--- src/rtl/led_pattern_writer.sv ---
// Purpose : write side of the LED pattern memory. It accepts a session of patterns over a
//           valid/ready handshake, stores them in a DEPTH-entry RAM and commits the session
//           length so the playback logic knows how many entries are valid.
// Latency : a beat is written on its handshake edge. count, done and overflow update on the
//           commit edge, so done is seen high the cycle after the final beat. rd_data lags
//           rd_addr by one cycle.
// Backpressure: in_ready is high only while a session is open (LOAD). It drops as soon as
//           the session commits, so extra beats stay with the source.
// Optional: define LED_PATTERN_WRITER_CHECKSUM_EN to add the checksum output, which is the
//           XOR of all patterns in the last committed session.
// Ports   : CLK/RESET (synchronous, active-high); start opens or restarts a session;
//           in_valid/in_data/in_last/in_ready carry the pattern stream; rd_addr/rd_data form
//           the registered playback read port; count, busy, done and overflow report status.
module led_pattern_writer #(
  parameter int WIDTH = 5,
  parameter int DEPTH = 16,
  parameter int AW    = 4
) (
  input  logic             CLK,
  input  logic             RESET,
  input  logic             start,
  input  logic             in_valid,
  input  logic [WIDTH-1:0] in_data,
  input  logic             in_last,
  output logic             in_ready,
  input  logic [AW-1:0]    rd_addr,
  output logic [WIDTH-1:0] rd_data,
  output logic [AW:0]      count,
  output logic             busy,
  output logic             done,
  output logic             overflow
`ifdef LED_PATTERN_WRITER_CHECKSUM_EN
  ,
  output logic [WIDTH-1:0] checksum
`endif
);

  typedef enum logic {
    IDLE = 1'b0,
    LOAD = 1'b1
  } state_e;

  state_e state_q, state_d;

  logic [AW-1:0]    wr_ptr_q, wr_ptr_d;
  logic [AW:0]      count_q, count_d;
  logic             done_q, done_d;
  logic             overflow_q, overflow_d;
  logic [WIDTH-1:0] rd_data_q, rd_data_d;

  logic [WIDTH-1:0] ram_q [DEPTH];

  logic accept;
  logic at_end;
  logic commit;

  // Handshake and commit decode.
  // A start in LOAD overrides a commit beat. The beat is still written at the old address,
  // but the restart discards the session, so nothing else may be committed.
  always_comb begin
    accept = in_valid && in_ready;
    at_end = (wr_ptr_q == AW'(DEPTH - 1));
    commit = (state_q == LOAD) && accept && !start && (in_last || at_end);
  end

  // FSM: state register
  always_ff @(posedge CLK) begin
    if (RESET) begin
      state_q <= IDLE;
    end else begin
      state_q <= state_d;
    end
  end

  // FSM: next-state logic
  always_comb begin
    state_d = state_q;
    case (state_q)
      IDLE: begin
        if (start) begin
          state_d = LOAD;
        end
      end
      LOAD: begin
        if (start) begin
          state_d = LOAD;
        end else if (commit) begin
          state_d = IDLE;
        end
      end
      default: state_d = IDLE;
    endcase
  end

  // FSM: outputs. in_ready is combinational from state so it is valid in the same cycle.
  always_comb begin
    in_ready = 1'b0;
    busy     = 1'b0;
    if (state_q == LOAD) begin
      in_ready = 1'b1;
      busy     = 1'b1;
    end
  end

  // Session datapath next-state logic.
  // wr_ptr holds at DEPTH-1 on the commit beat instead of advancing. It therefore never wraps,
  // and the next start clears it.
  always_comb begin
    wr_ptr_d   = wr_ptr_q;
    count_d    = count_q;
    overflow_d = overflow_q;
    done_d     = commit;

    if (start) begin
      wr_ptr_d   = '0;
      overflow_d = 1'b0;
    end else if (commit) begin
      count_d    = (AW+1)'(wr_ptr_q) + (AW+1)'(1);
      overflow_d = at_end && !in_last;
    end else if (accept) begin
      wr_ptr_d = wr_ptr_q + AW'(1);
    end
  end

  always_ff @(posedge CLK) begin
    if (RESET) begin
      wr_ptr_q   <= '0;
      count_q    <= '0;
      done_q     <= 1'b0;
      overflow_q <= 1'b0;
    end else begin
      wr_ptr_q   <= wr_ptr_d;
      count_q    <= count_d;
      done_q     <= done_d;
      overflow_q <= overflow_d;
    end
  end

  // Pattern RAM. Its contents survive reset; count=0 already marks the table as empty.
  always_ff @(posedge CLK) begin
    if (accept) begin
      ram_q[wr_ptr_q] <= in_data;
    end
  end

  // Registered read port. The array is sampled before this edge's write lands, so a
  // read and a write to the same address in one cycle return the old data.
  always_comb begin
    rd_data_d = ram_q[rd_addr];
  end

  always_ff @(posedge CLK) begin
    if (RESET) begin
      rd_data_q <= '0;
    end else begin
      rd_data_q <= rd_data_d;
    end
  end

  assign rd_data  = rd_data_q;
  assign count    = count_q;
  assign done     = done_q;
  assign overflow = overflow_q;

`ifdef LED_PATTERN_WRITER_CHECKSUM_EN
  logic [WIDTH-1:0] xor_q, xor_d;
  logic [WIDTH-1:0] checksum_q, checksum_d;

  // The running XOR restarts with each session. The published checksum includes the
  // commit beat itself and updates on the same edge as count.
  always_comb begin
    xor_d      = xor_q;
    checksum_d = checksum_q;
    if (start) begin
      xor_d = '0;
    end else if (accept) begin
      xor_d = xor_q ^ in_data;
    end
    if (commit) begin
      checksum_d = xor_q ^ in_data;
    end
  end

  always_ff @(posedge CLK) begin
    if (RESET) begin
      xor_q      <= '0;
      checksum_q <= '0;
    end else begin
      xor_q      <= xor_d;
      checksum_q <= checksum_d;
    end
  end

  assign checksum = checksum_q;
`endif

endmodule

--- config.mk ---
export PLATFORM = sky130hd
export DESIGN_NAME = led_pattern_writer
export DESIGN_NICKNAME = d
export VERILOG_FILES = /design/src/rtl/led_pattern_writer.sv
export SDC_FILE = /design/constraint.sdc
export NUM_CORES = 1
export LEC_CHECK = 0
export BUFFER_PORTS_ARGS = -buffer_cell sky130_fd_sc_hd__buf_4
export CAP_MARGIN = 20
export CORE_ASPECT_RATIO = 1.4
export CORE_UTILIZATION = 56
export CTS_BUF_LIST = sky130_fd_sc_hd__clkbuf_8
export DETAILED_ROUTE_END_ITERATION = 8
export PLACE_DENSITY = 0.77
export SLEW_MARGIN = 0
export SYNTH_ARGS = -nofsm -noshare
export SYNTH_HDL_FRONTEND = slang
export SYNTH_SLANG_ARGS = --single-unit
--- constraint.sdc ---
create_clock -name CLK -period 3.35 [get_ports CLK]
set_clock_uncertainty 0.05 [all_clocks]
set_input_delay 0.1675 -clock CLK [delete_from_list [all_inputs] [get_ports CLK]]
set_output_delay 0.1675 -clock CLK [all_outputs]
set_load 0.01 [all_outputs]
* Word-level counts from Yosys, hierarchy flattened *
Memory sizes are Yosys's and may differ from the RTL's. A register that Yosys moved wholly into a read port is not among the register bits.
Cells that the tools add are included.

word-level totals
  register bits after elaboration = 12
  memory bits (writable) = 80
  input port bits = 14
  output and inout bits = 14
  logic and storage cells = 30
  memories kept = 1

memory list
  memory  depth  width  read ports  clocked after memory_dff  wr ports  line  source
  ram_q   16     5      1           1                         1         51    logic [WIDTH-1:0] ram_q [DEPTH];

cells by class
  $add $sub $neg = 2
  eq/ne operators = 1
  muxes and demuxes = 7
  bitwise logic cells = 3
  reduce and logical (&&, ||, !) cells = 11

operator list
  operator                                                        count
  1-bit 2-to-1 mux                                                6
  4-bit by 1-bit adder with 5-bit output (second input constant)  1
  1-bit logical AND                                               5
  4-bit by 1-bit adder with 4-bit output (second input constant)  1
  4-bit equality test (second input constant)                     1
  2-bit AND reduction                                             2
  1-bit inverter                                                  3
  1-bit logical NOT                                               2
  1-bit one-hot mux with 2 select lines                           1
  2-bit OR reduction                                              1
  1-bit logical OR                                                1

* Depth between registers and ports, before layout *
  depth in word-level cells = 8
  mapped depth = 7
  mapped depth without buffers = 5

* Worst setup path after synthesis *
OpenSTA, ideal clock, no wires.

  kind = flip-flop to flip-flop
  start = register state_q
  end = memory ram_q[3][0] (enable)
  setup time = 0.374 ns
  data arrival time = 1.202 ns
  required time = 2.926 ns
  setup slack = 1.724 ns
  stages on the path, launching flop included = 5
  path buffers = 1
  period minus slack after synthesis = 1.626 ns
  cell sequence = dfxtp_1 > and2_1 > buf_2 > nand2_1 > nor3_1

between the ends
  longest elaborated chain between the ends = 4

RTL lines
  what                                    line  source
  start: declaration                      43    state_e state_q, state_d;
  start signal: assignment                71    state_q <= state_d;
  1-bit 2-to-1 mux                        99    if (state_q == LOAD) begin
  1-bit logical AND                       61    accept = in_valid && in_ready;
  1-bit 2-to-1 mux                        141   if (accept) begin
  1-bit 2-to-1 mux (implied by the code)  142   ram_q[wr_ptr_q] <= in_data;
  end: declaration                        51

Every way passes these cells.

* Worst setup path after layout *
  start = register state_q
  end = memory ram_q[1][2] (enable)

The elaborated chain is that of the path after synthesis.

==> run metrics <==
insertion delay to the later sink of the worst-skew pair roughly 350 ps; antenna-violating nets left 0; Root Buffer Master sky130_fd_sc_hd__clkbuf_8; clock buffer count from CTS 9; logic depth of the worst register-to-register path 3; I/O pin count 28; row count 35; routed via count divided by cell count 5.66; antenna violations before repair 0; Critical Path Start Type flop; cell chain of the critical path and2_1, nand2_1, nor3_1; Post-CTS Setup Inserts 0; pins over their slew limit 0; list of most frequent post-synthesis cells 80 x sky130_fd_sc_hd__edfxtp_1, 18 x sky130_fd_sc_hd__mux2i_1, 17 x sky130_fd_sc_hd__dfxtp_1, 13 x sky130_fd_sc_hd__nor2_1, 10 x sky130_fd_sc_hd__nand2_1; EDFF count, synth 80; highest net fanout along the worst path 10; count of unique library cells instantiated by Yosys 35; initial cell density of the core 0.584; delay of the slowest cell on the worst path 670 ps; CTS clk-pin slew, worst paths approximately 90 ps; number of iterations in the first detailed-routing pass 4; CORE AREA 0.00661 mm2; worst hold path endpoint ram_q[7][4]; fill count 468; startpoint of the lowest-slack hold path in_data[4]; share of the clock period used by the worst path after layout 0.597; largest cells by area after synthesis sky130_fd_sc_hd__edfxtp_1 62%, sky130_fd_sc_hd__dfxtp_1 8.8%, sky130_fd_sc_hd__mux4_1 5.4%; Hold Crit Depth 1; fraction of synthesized area in multiplexers 0.136; final routed wirelength across all metal layers 6.99 mm; GRT overflow 0; dominant combinational cell family by area after synthesis multiplexers; clock sink count 97; TritonCTS clock tree built; final hold slack 72.9 ps; layout-stage area growth over the synthesis result 11.6%; fraction of layout cells with a size suffix above 1 0.192; overall die width 72.2 um; fraction of the mapped netlist area in simple logic gates 0.0680; worst setup path category reg -> reg; Worst VDD drop 0.361 mV; cell with the most instances after synthesis sky130_fd_sc_hd__edfxtp_1; max-cap check violation count 0; vias in the first global route ~2,000; Synth Instances 226; iteration-0 DRC count of the detailed router 130; FF-to-FF End ram_q[1][2]; Yosys warnings 0; Total Negative Setup Slacks 0 ps; count of buffers inserted at the top-level ports 27; crit path capture type flop; routed wirelength normalized by instance count between 15 and 20 um; worst min-delay path category in -> reg; required time at the worst-slack endpoint 3280 ps; setup repair after global routing missed its margin no; cell at the slowest stage of the critical path sky130_fd_sc_hd__nor3_1; fraction of the yosys area taken by sequential cells 0.710; adder and majority cell fraction of the synthesized area 0.0129; overall track demand over capacity in global routing 0.214; pin count of the biggest net entering global routing 25; Setup Viol. Count Final 0; leakage power summed over all cells 0.00151 uW; post-synthesis compound-gate area fraction 0.0372; number of H-tree branching levels 3; count of antenna diodes in the layout 0; cell area after synthesis 0.00386 mm2; half-perimeter wire length of the detailed placement result between 4 and 5 mm; status completed; prevailing post-synth register cell sky130_fd_sc_hd__edfxtp_1; top-area cell type share of the netlist area 0.622; Die Span Y 100 um; Achievable Freq 500 MHz; average instance area after synthesis 17.1 um2; data arrival time of the worst path 1930 ps; family with the most delay on the worst path simple AND/OR/NAND/NOR gates; dominant cell type by area after synthesis sky130_fd_sc_hd__edfxtp_1; share of the synthesized netlist area taken by xor and xnor gates 0.0113; launch instance of the worst register-to-register path state_q; maximum root-to-sink buffer count 2; R2R Setup Slk 1350 ps; synthesized net count around 240; async set or reset register ratio after synthesis 0; number of synthesized register bits 97; clock period minus final worst setup slack 2000 ps; Worst Max-Slew Pin Slew between 800 and 900 ps; final-report hold violation count 0; routed vias 1,992; gpl congestion 0.772; headroom to the max-slew limit 0.428; die footprint roughly 0.0072 mm2; number of nets at the end of the flow 273; first-pass GRT wire length between 10 and 15 mm; Buf/Inv on CP 0; count of unresolved DRC violations after routing 0; power per standard cell area 497 mW/mm2
[flip-flops by register name (all words and copies together) (netlist names)]
| register | flops |
|---|---|
| ram_q | 80 |
| count | 5 |
| rd_data | 5 |
| wr_ptr_q | 4 |
| done | 1 |
| overflow | 1 |
| state_q | 1 |
[metrics by stage]
step / setup WS (ps) / power, uW / utilization / cell area, um2 / std cells
after floorplan: 1720 / 1410 / - / 3860 / 226
after global placement: 1450 / 1450 / 0.620 / 4100 / 333
after detailed placement: 1410 / 1460 / 0.620 / 4100 / 333
after CTS: 1390 / 2150 / 0.652 / 4310 / 352
after global routing: 1270 / 2200 / 0.652 / 4310 / 352
final: 1350 / 2140 / 0.652 / 4310 / 352
[worst max path at each step]
stage | start | to | slack (ps) | cells after the start
6_report | state_q | ram_q[1][2] | 1350 | 3
5_1_grt | state_q | ram_q[1][4] | 1270 | 3
4_1_cts | state_q | ram_q[1][2] | 1390 | 3
3_5_place_dp | state_q | ram_q[1][3] | 1410 | 3
3_3_place_gp | state_q | ram_q[1][3] | 1450 | 3
2_1_floorplan | state_q | ram_q[3][0] | 1720 | 4
[layer usage]
layer,vias to the layer above,GRT usage,routed length [um]
li1,932,-,-
met1,991,0.264,2820
met2,60,0.372,3770
met3,9,0.0442,315
met4,0,0.0724,81
met5,-,0,0
[repair_timing]
item,4_1_cts,5_1_grt
hold buffers,3,0
endpoints found under the setup margin,0,0
endpoints found under the hold margin,3,0
gates resized for setup,0,0
[report_power, final]
| part | internal (uW) | total (uW) | switching, uW |
|---|---|---|---|
| logic | 51.9 | 117 | 64.7 |
| clock network | 338 | 712 | 374 |
| registers | 1310 | 1310 | 3.62 |
| total | 1700 | 2140 | 443 |
[cells in the final DEF (no fill, tap or decap), types with 3 or more instances in the layout]
cell and n:
sky130_fd_sc_hd__nand2b_1 4, sky130_fd_sc_hd__buf_4 27, sky130_fd_sc_hd__ha_1 4, sky130_fd_sc_hd__inv_1 4, sky130_fd_sc_hd__dlygate4sd3_1 3, sky130_fd_sc_hd__o22ai_1 3
sky130_fd_sc_hd__mux4_1 8, sky130_fd_sc_hd__nand3_1 8, sky130_fd_sc_hd__clkbuf_8 9, sky130_fd_sc_hd__nor3_1 5, sky130_fd_sc_hd__mux4_2 6, sky130_fd_sc_hd__dfxtp_1 17
sky130_fd_sc_hd__and2_1 5, sky130_fd_sc_hd__mux2i_1 18, sky130_fd_sc_hd__edfxtp_1 80, sky130_fd_sc_hd__nand2_1 10, sky130_fd_sc_hd__xor2_1 4, sky130_fd_sc_hd__a22o_1 4
sky130_fd_sc_hd__a21oi_1 4, sky130_fd_sc_hd__nor2_1 13
[logic make-up after synthesis]
kind of cell	Yosys count
XOR/XNOR	5
AO/OA/AOI/OAI	20
flip-flops	97
AND/OR/NAND/NOR	53
multiplexers	32
buffers and inverters	15
adder cells (fa/ha/maj)	4
[final cells by class]
| class | count | area (um2) | area share |
|---|---|---|---|
| well taps | 92 | 115 | 0.0267 |
| flip-flops and latches | 97 | 2740 | 0.636 |
| multi-input cells | 114 | 1030 | 0.238 |
| clock inverters | 7 | 62.6 | 0.0145 |
| repair buffers | 30 | 233 | 0.0539 |
| inverters | 3 | 11.3 | 0.00261 |
| clock buffers | 9 | 124 | 0.0287 |
(Power assumes the default switching activity.)
